### src/rtl/fifo_level_pkg.sv
// fifo_level_pkg: shared helpers and types for the fifo_level block.
//   cnt_width(depth) : width of an occupancy count that can hold 0..depth
//   ptr_width(depth) : width of an index that can hold 0..depth-1 (at least 1)
//   flags_t          : registered status flag bundle
//   FLAGS_RESET      : flag values right after reset (empty FIFO)
package fifo_level_pkg;

  function automatic int cnt_width(input int depth);
    return $clog2(depth + 1);
  endfunction

  function automatic int ptr_width(input int depth);
    return ($clog2(depth) < 1) ? 1 : $clog2(depth);
  endfunction

  typedef struct packed {
    logic full;
    logic empty;
    logic almost_full;
    logic almost_empty;
  } flags_t;

  localparam flags_t FLAGS_RESET = '{
    full:         1'b0,
    empty:        1'b1,
    almost_full:  1'b0,
    almost_empty: 1'b1
  };

endpackage

### src/rtl/fifo_level_ptr.sv
// fifo_level_ptr: wrap-around index 0..DEPTH-1 that advances when en is high.
// The wrap uses an explicit compare against DEPTH-1, so any DEPTH works,
// including non-powers-of-two.
// Ports:
//   clk  : clock, rising edge
//   rstn : synchronous active-low reset, clears ptr to 0
//   en   : advance the pointer this edge
//   ptr  : current pointer value
module fifo_level_ptr
  import fifo_level_pkg::*;
#(
  parameter int DEPTH = 5
) (
  input  logic                         clk,
  input  logic                         rstn,
  input  logic                         en,
  output logic [ptr_width(DEPTH)-1:0]  ptr
);

  localparam int PW = ptr_width(DEPTH);
  localparam logic [PW-1:0] LAST = PW'(DEPTH - 1);

  always_ff @(posedge clk) begin
    if (!rstn) begin
      ptr <= '0;
    end else if (en) begin
      ptr <= (ptr == LAST) ? '0 : ptr + 1'b1;
    end
  end

endmodule

### src/rtl/fifo_level.sv
// fifo_level: parametrised single-clock FIFO with occupancy count,
// programmable almost-full/almost-empty flags and overflow/underflow pulses.
//
// Optional feature macro: FIFO_LEVEL_FWFT_EN
//   undefined : out is registered, loaded from the head entry on an accepted
//               pop (one cycle read latency), holds until the next accepted pop
//   defined   : first-word-fall-through, out shows the head entry
//               combinationally whenever the FIFO is not empty, 0 when empty
//
// Ports:
//   clk          : clock, rising edge
//   rstn         : synchronous active-low reset
//   push, data   : write request and write data
//   pop          : read request
//   out          : read data
//   full, empty  : count == DEPTH / count == 0
//   almost_full  : count >= AF_LEVEL
//   almost_empty : count <= AE_LEVEL
//   count        : current occupancy
//   overflow     : one-cycle pulse after a rejected push
//   underflow    : one-cycle pulse after a rejected pop
//
// Handshake: push and pop are requests; there is no separate ready. A pop is
// accepted when the FIFO is not empty. A push is accepted when the FIFO is not
// full, or when it is full and a pop is accepted in the same cycle. Both are
// judged on the state before the edge, so a push into an empty FIFO never makes
// a same-cycle pop legal. Rejected requests change no state and raise
// overflow/underflow for the following cycle.
module fifo_level
  import fifo_level_pkg::*;
#(
  parameter int WIDTH    = 4,
  parameter int DEPTH    = 5,
  parameter int AF_LEVEL = DEPTH - 1,
  parameter int AE_LEVEL = 1
) (
  input  logic                         clk,
  input  logic                         rstn,
  input  logic                         push,
  input  logic                         pop,
  input  logic [WIDTH-1:0]             data,
  output logic [WIDTH-1:0]             out,
  output logic                         full,
  output logic                         empty,
  output logic                         almost_full,
  output logic                         almost_empty,
  output logic [cnt_width(DEPTH)-1:0]  count,
  output logic                         overflow,
  output logic                         underflow
);

  localparam int CW = cnt_width(DEPTH);
  localparam int PW = ptr_width(DEPTH);

  if (WIDTH < 1) begin : g_bad_width
    $error("fifo_level: WIDTH must be >= 1");
  end
  if (DEPTH < 2) begin : g_bad_depth
    $error("fifo_level: DEPTH must be >= 2");
  end
  if (AF_LEVEL < 1 || AF_LEVEL > DEPTH) begin : g_bad_af
    $error("fifo_level: AF_LEVEL must be in 1..DEPTH");
  end
  if (AE_LEVEL < 0 || AE_LEVEL > DEPTH - 1) begin : g_bad_ae
    $error("fifo_level: AE_LEVEL must be in 0..DEPTH-1");
  end

  logic [WIDTH-1:0] mem [DEPTH];
  logic [PW-1:0]    wp;
  logic [PW-1:0]    rp;
  logic [CW-1:0]    count_q;
  logic [CW-1:0]    count_nxt;
  flags_t           flags_q;
  flags_t           flags_nxt;
  logic             push_ok;
  logic             pop_ok;
  logic             overflow_q;
  logic             underflow_q;

  assign pop_ok  = pop && !flags_q.empty;
  assign push_ok = push && (!flags_q.full || pop_ok);

  fifo_level_ptr #(.DEPTH(DEPTH)) u_wp (
    .clk  (clk),
    .rstn (rstn),
    .en   (push_ok),
    .ptr  (wp)
  );

  fifo_level_ptr #(.DEPTH(DEPTH)) u_rp (
    .clk  (clk),
    .rstn (rstn),
    .en   (pop_ok),
    .ptr  (rp)
  );

  // Storage is deliberately not reset; requests are ignored during reset.
  always_ff @(posedge clk) begin
    if (rstn && push_ok) begin
      mem[wp] <= data;
    end
  end

  // Flags are computed from the next count so they move on the same edge as count.
  always_comb begin
    count_nxt = count_q;
    if (push_ok && !pop_ok) begin
      count_nxt = count_q + CW'(1);
    end else if (pop_ok && !push_ok) begin
      count_nxt = count_q - CW'(1);
    end
    flags_nxt.full         = (count_nxt == CW'(DEPTH));
    flags_nxt.empty        = (count_nxt == '0);
    flags_nxt.almost_full  = (count_nxt >= CW'(AF_LEVEL));
    flags_nxt.almost_empty = (count_nxt <= CW'(AE_LEVEL));
  end

  always_ff @(posedge clk) begin
    if (!rstn) begin
      count_q     <= '0;
      flags_q     <= FLAGS_RESET;
      overflow_q  <= 1'b0;
      underflow_q <= 1'b0;
    end else begin
      count_q     <= count_nxt;
      flags_q     <= flags_nxt;
      overflow_q  <= push && !push_ok;
      underflow_q <= pop && !pop_ok;
    end
  end

`ifdef FIFO_LEVEL_FWFT_EN
  assign out = flags_q.empty ? '0 : mem[rp];
`else
  logic [WIDTH-1:0] out_q;

  always_ff @(posedge clk) begin
    if (!rstn) begin
      out_q <= '0;
    end else if (pop_ok) begin
      out_q <= mem[rp];
    end
  end

  assign out = out_q;
`endif

  assign count        = count_q;
  assign full         = flags_q.full;
  assign empty        = flags_q.empty;
  assign almost_full  = flags_q.almost_full;
  assign almost_empty = flags_q.almost_empty;
  assign overflow     = overflow_q;
  assign underflow    = underflow_q;

endmodule

### config.mk
export PLATFORM = sky130hd
export DESIGN_NAME = fifo_level
export DESIGN_NICKNAME = d
export VERILOG_FILES = /design/src/rtl/fifo_level_pkg.sv /design/src/rtl/fifo_level_ptr.sv /design/src/rtl/fifo_level.sv
export SDC_FILE = /design/constraint.sdc
export NUM_CORES = 1
export LEC_CHECK = 0
export ABC_AREA = 1
export CORE_UTILIZATION = 27
export CTS_BUF_LIST = sky130_fd_sc_hd__clkbuf_8
export CTS_CLUSTER_SIZE = 28
export DETAILED_ROUTE_END_ITERATION = 10
export HOLD_SLACK_MARGIN = 0.08
export PLACE_DENSITY = 0.5
export SLEW_MARGIN = 20
export SYNTH_ARGS = -nofsm -noshare
export SYNTH_HDL_FRONTEND = slang
export SYNTH_SLANG_ARGS = --single-unit
### constraint.sdc
create_clock -name clk -period 1.9 [get_ports clk]
set_input_delay 0.57 -clock clk [delete_from_list [all_inputs] [get_ports clk]]
set_output_delay 0.57 -clock clk [all_outputs]
set_load 0.01 [all_outputs]
==> impl_metrics.py <==
metrics = {
    "cells_and_area": {
        "fin_nets": 223,
        "post-route-util_pct": 37.2,
        "final_cell_count_no_fill": 282,
        "diodes": 0,
        "final_common_cell": "nand2_1",
        "final_cell_mix": "36 x nand2_1, 20 x clkdlybuf4s50_1, 20 x edfxtp_1",
        "nFillCells": 588,
        "drive_above_1_share_pct": 17.1,
        "areaGrowthSynthToFinish_pct": 29.5,
    },
    "drt": {
        "viasPerCell": 4.28,
        "wl_um": 3190,
        "via_count": 1208,
        "post_drt_wl_per_cell_um": 11.3,
        "drc_errors": 0,
        "first_pass_iters": 4,
        "ant_nets": 0,
        "drt_iter0_markers": 41,
    },
    "yosys": {
        "ys_seq_area_share_pct": 58.9,
        "syn_inst": 170,
        "post-synth-top-area-fraction_pct": 36.8,
        "synth_nets": 184,
        "syn_area_sq_um": 1630,
        "syn-mean-instance-area_sq_um": 9.59,
        "ys_ff_latch": 38,
        "yosysUniqueCellTypes": 25,
        "yosysWarningCount": 0,
        "synth_top_area_cell": "edfxtp_1",
        "synth.area.top_cells": "edfxtp_1 37%, dfxtp_1 22%, nand2_1 8.3%",
    },
    "worst_setup_path": {
        "timing.rr.start": "empty",
        "path_cells": "clkdlybuf4s50_1",
        "r2r_cells": 7,
        "critical_path_class": "reg -> out",
        "critPathMaxStageDelay_ps": 560,
        "required_ps": 1330,
        "critical-path-top-delay-family": "buffers and inverters",
        "crit_arrival_ps": 1230,
        "regToRegSetupSlack_ps": 590,
        "r2r_end": "mem[4][1]",
        "slowest_stage": "clkdlybuf4s50_1",
        "end_kind": "output port",
        "critPathBufInv": 1,
        "cp-start-kind": "register",
        "worstPathMaxFanout": 4,
    },
    "floorplanning": {
        "die_h_um": 79.7,
        "coreArea_sq_um": 5680,
        "die_w_um": 79.7,
        "ios": 21,
        "std_cell_rows": 27,
        "initial_utilization_pct": 28.7,
        "die_area_sq_um": 6350,
    },
    "pwr": {
        "p_sw_mw": 0.756,
        "p_int_mw": 1.62,
        "powerDensity_nw_per_um2": 1120,
        "power_frac_seq_pct": 43.9,
        "comb_power_share_pct": 31.9,
        "swShare_pct": 31.9,
        "ir_drop_uv": 468,
        "leakage_nw": 0.874,
        "p_clk_share_pct": 24.2,
    },
    "timing": {
        "setup_slack_ps": 101,
        "finalCritPeriodShare_pct": 94.7,
        "timing_worst_slew_pin_value_ps": 320,
        "fmax_mhz": 556,
        "finClkSkew_ps": 12.4,
        "finalHoldViolations": 0,
        "setup_viol": 0,
        "tns_ps": 0,
        "slew_headroom_pct": 78.6,
        "whs_ps": 486,
        "rsz0062_at_grt": "false",
        "maxSlewViolCount": 0,
        "layout_min_cycle_time_ps": 1800,
    },
    "cts": {
        "cts.reportedPaths.clkPinSlew_ps": 80,
        "clk_latency_ps": 290,
        "cts_setup_buffers": 0,
        "cts_root_buffer": "clkbuf_8",
        "clk_path_buf_depth": 2,
        "clock-sinks": 38,
        "cts_buffers": 5,
        "post_cts_resized": 0,
        "htree_levels": 2,
        "cts_hold_buf": 0,
        "cts_tree": "done",
    },
    "grt": {
        "track_usage_pct": 11.8,
        "grt_pass1_wl_um": 5520,
        "antenna_found_initial": 0,
        "grt_pass1_vias": 1171,
        "grt-ovfl-total": 0,
        "grt_max_degree": 13,
    },
    "placement": {
        "place_ws_ps": -137,
        "dp_hpwl_um": 2480,
        "placedCellCount": 274,
        "port_buffers": 20,
        "gp_congestion": 0.822,
    },
    "outcome": {
        "status": "finished clean",
    },
    "min_path": {
        "hold_class": "reg -> reg",
        "min_from": "full",
        "holdPathStages": 2,
        "min_to": "overflow",
    },
    "run": {
        "drv_cap": 0,
    },
}
==> Yosys cell counts (all sizes together) <==
cell type / instances
nand4: 1
nand2: 39
xnor2: 1
buf: 2
clkbuf: 1
nand3: 21
nor3: 4
a211oi: 1
edfxtp: 20
inv: 22
a21oi: 15
clkinv: 1
ha: 6
nor2: 8
o21ai: 10
dfxtp: 18
==> through the flow <==
stage / cell area, sq um / power (mW)
4_1_cts: 2110 / 2.40
2_1_floorplan: 1630 / 1.50
3_5_place_dp: 2020 / 1.82
5_1_grt: 2110 / 2.56
3_3_place_gp: 2020 / 1.83
6_report: 2110 / 2.37
==> area by class of cell <==
class / count / area [sq um] / share of cell area (%)
multi-input combinational: 106 / 567 / 26.9
tap: 72 / 90.1 / 4.27
inverter: 23 / 86.3 / 4.09
clock inverter: 2 / 11.3 / 0.533
timing repair buffer: 35 / 313 / 14.8
clock buffer: 6 / 82.6 / 3.91
sequential: 38 / 961 / 45.5
==> cells by family (layout without fill, tap and decap cells) <==
logic type	Yosys count	count (layout)	share of synthesized area (%)
AND/OR/NAND/NOR	73	73	21.5
buffers and inverters	26	66	6.29
adder cells (fa/ha/maj)	6	6	4.60
AO/OA/AOI/OAI	26	26	8.13
flip-flops	38	38	58.9
XOR/XNOR	1	1	0.537
==> state kept, by name (all words and copies together), names as in the netlist <==
name / count
empty: 1
full: 1
almost_empty: 1
u_wp.ptr: 3
count: 3
underflow: 1
overflow: 1
mem: 20
out: 4
u_rp.ptr: 3
==> per-layer routing <==
layer  part of all wire (%)  vias up  GRT usage (%)
met2                     47       15           19.0
met3                    3.0        6           3.54
met4                    2.2        0           6.00
met5                      0        -              0
li1                       -      643              -
met1                     48      544           14.3
==> worst max-delay path by stage <==
stage                   from        end  slack, ps  cells past startpoint
floorplan                pop  mem[1][0]        380                      4
global placement         pop  mem[4][2]       -120                      7
detailed placement       pop  mem[4][2]       -140                      7
CTS                 count[1]   count[1]         80                      1
global route        count[1]   count[1]         40                      1
finish              count[1]   count[1]        100                      1
==> power groups by stage <==
stage,Clock [mW],Sequential (mW),Combinational (mW)
floorplan,0,1.09,0.412
global placement,0,1.06,0.770
detailed placement,0,1.06,0.762
CTS,0.594,1.04,0.766
global route,0.627,1.06,0.873
finish,0.574,1.04,0.757
No activity file was read; power rests on OpenSTA's default activity.
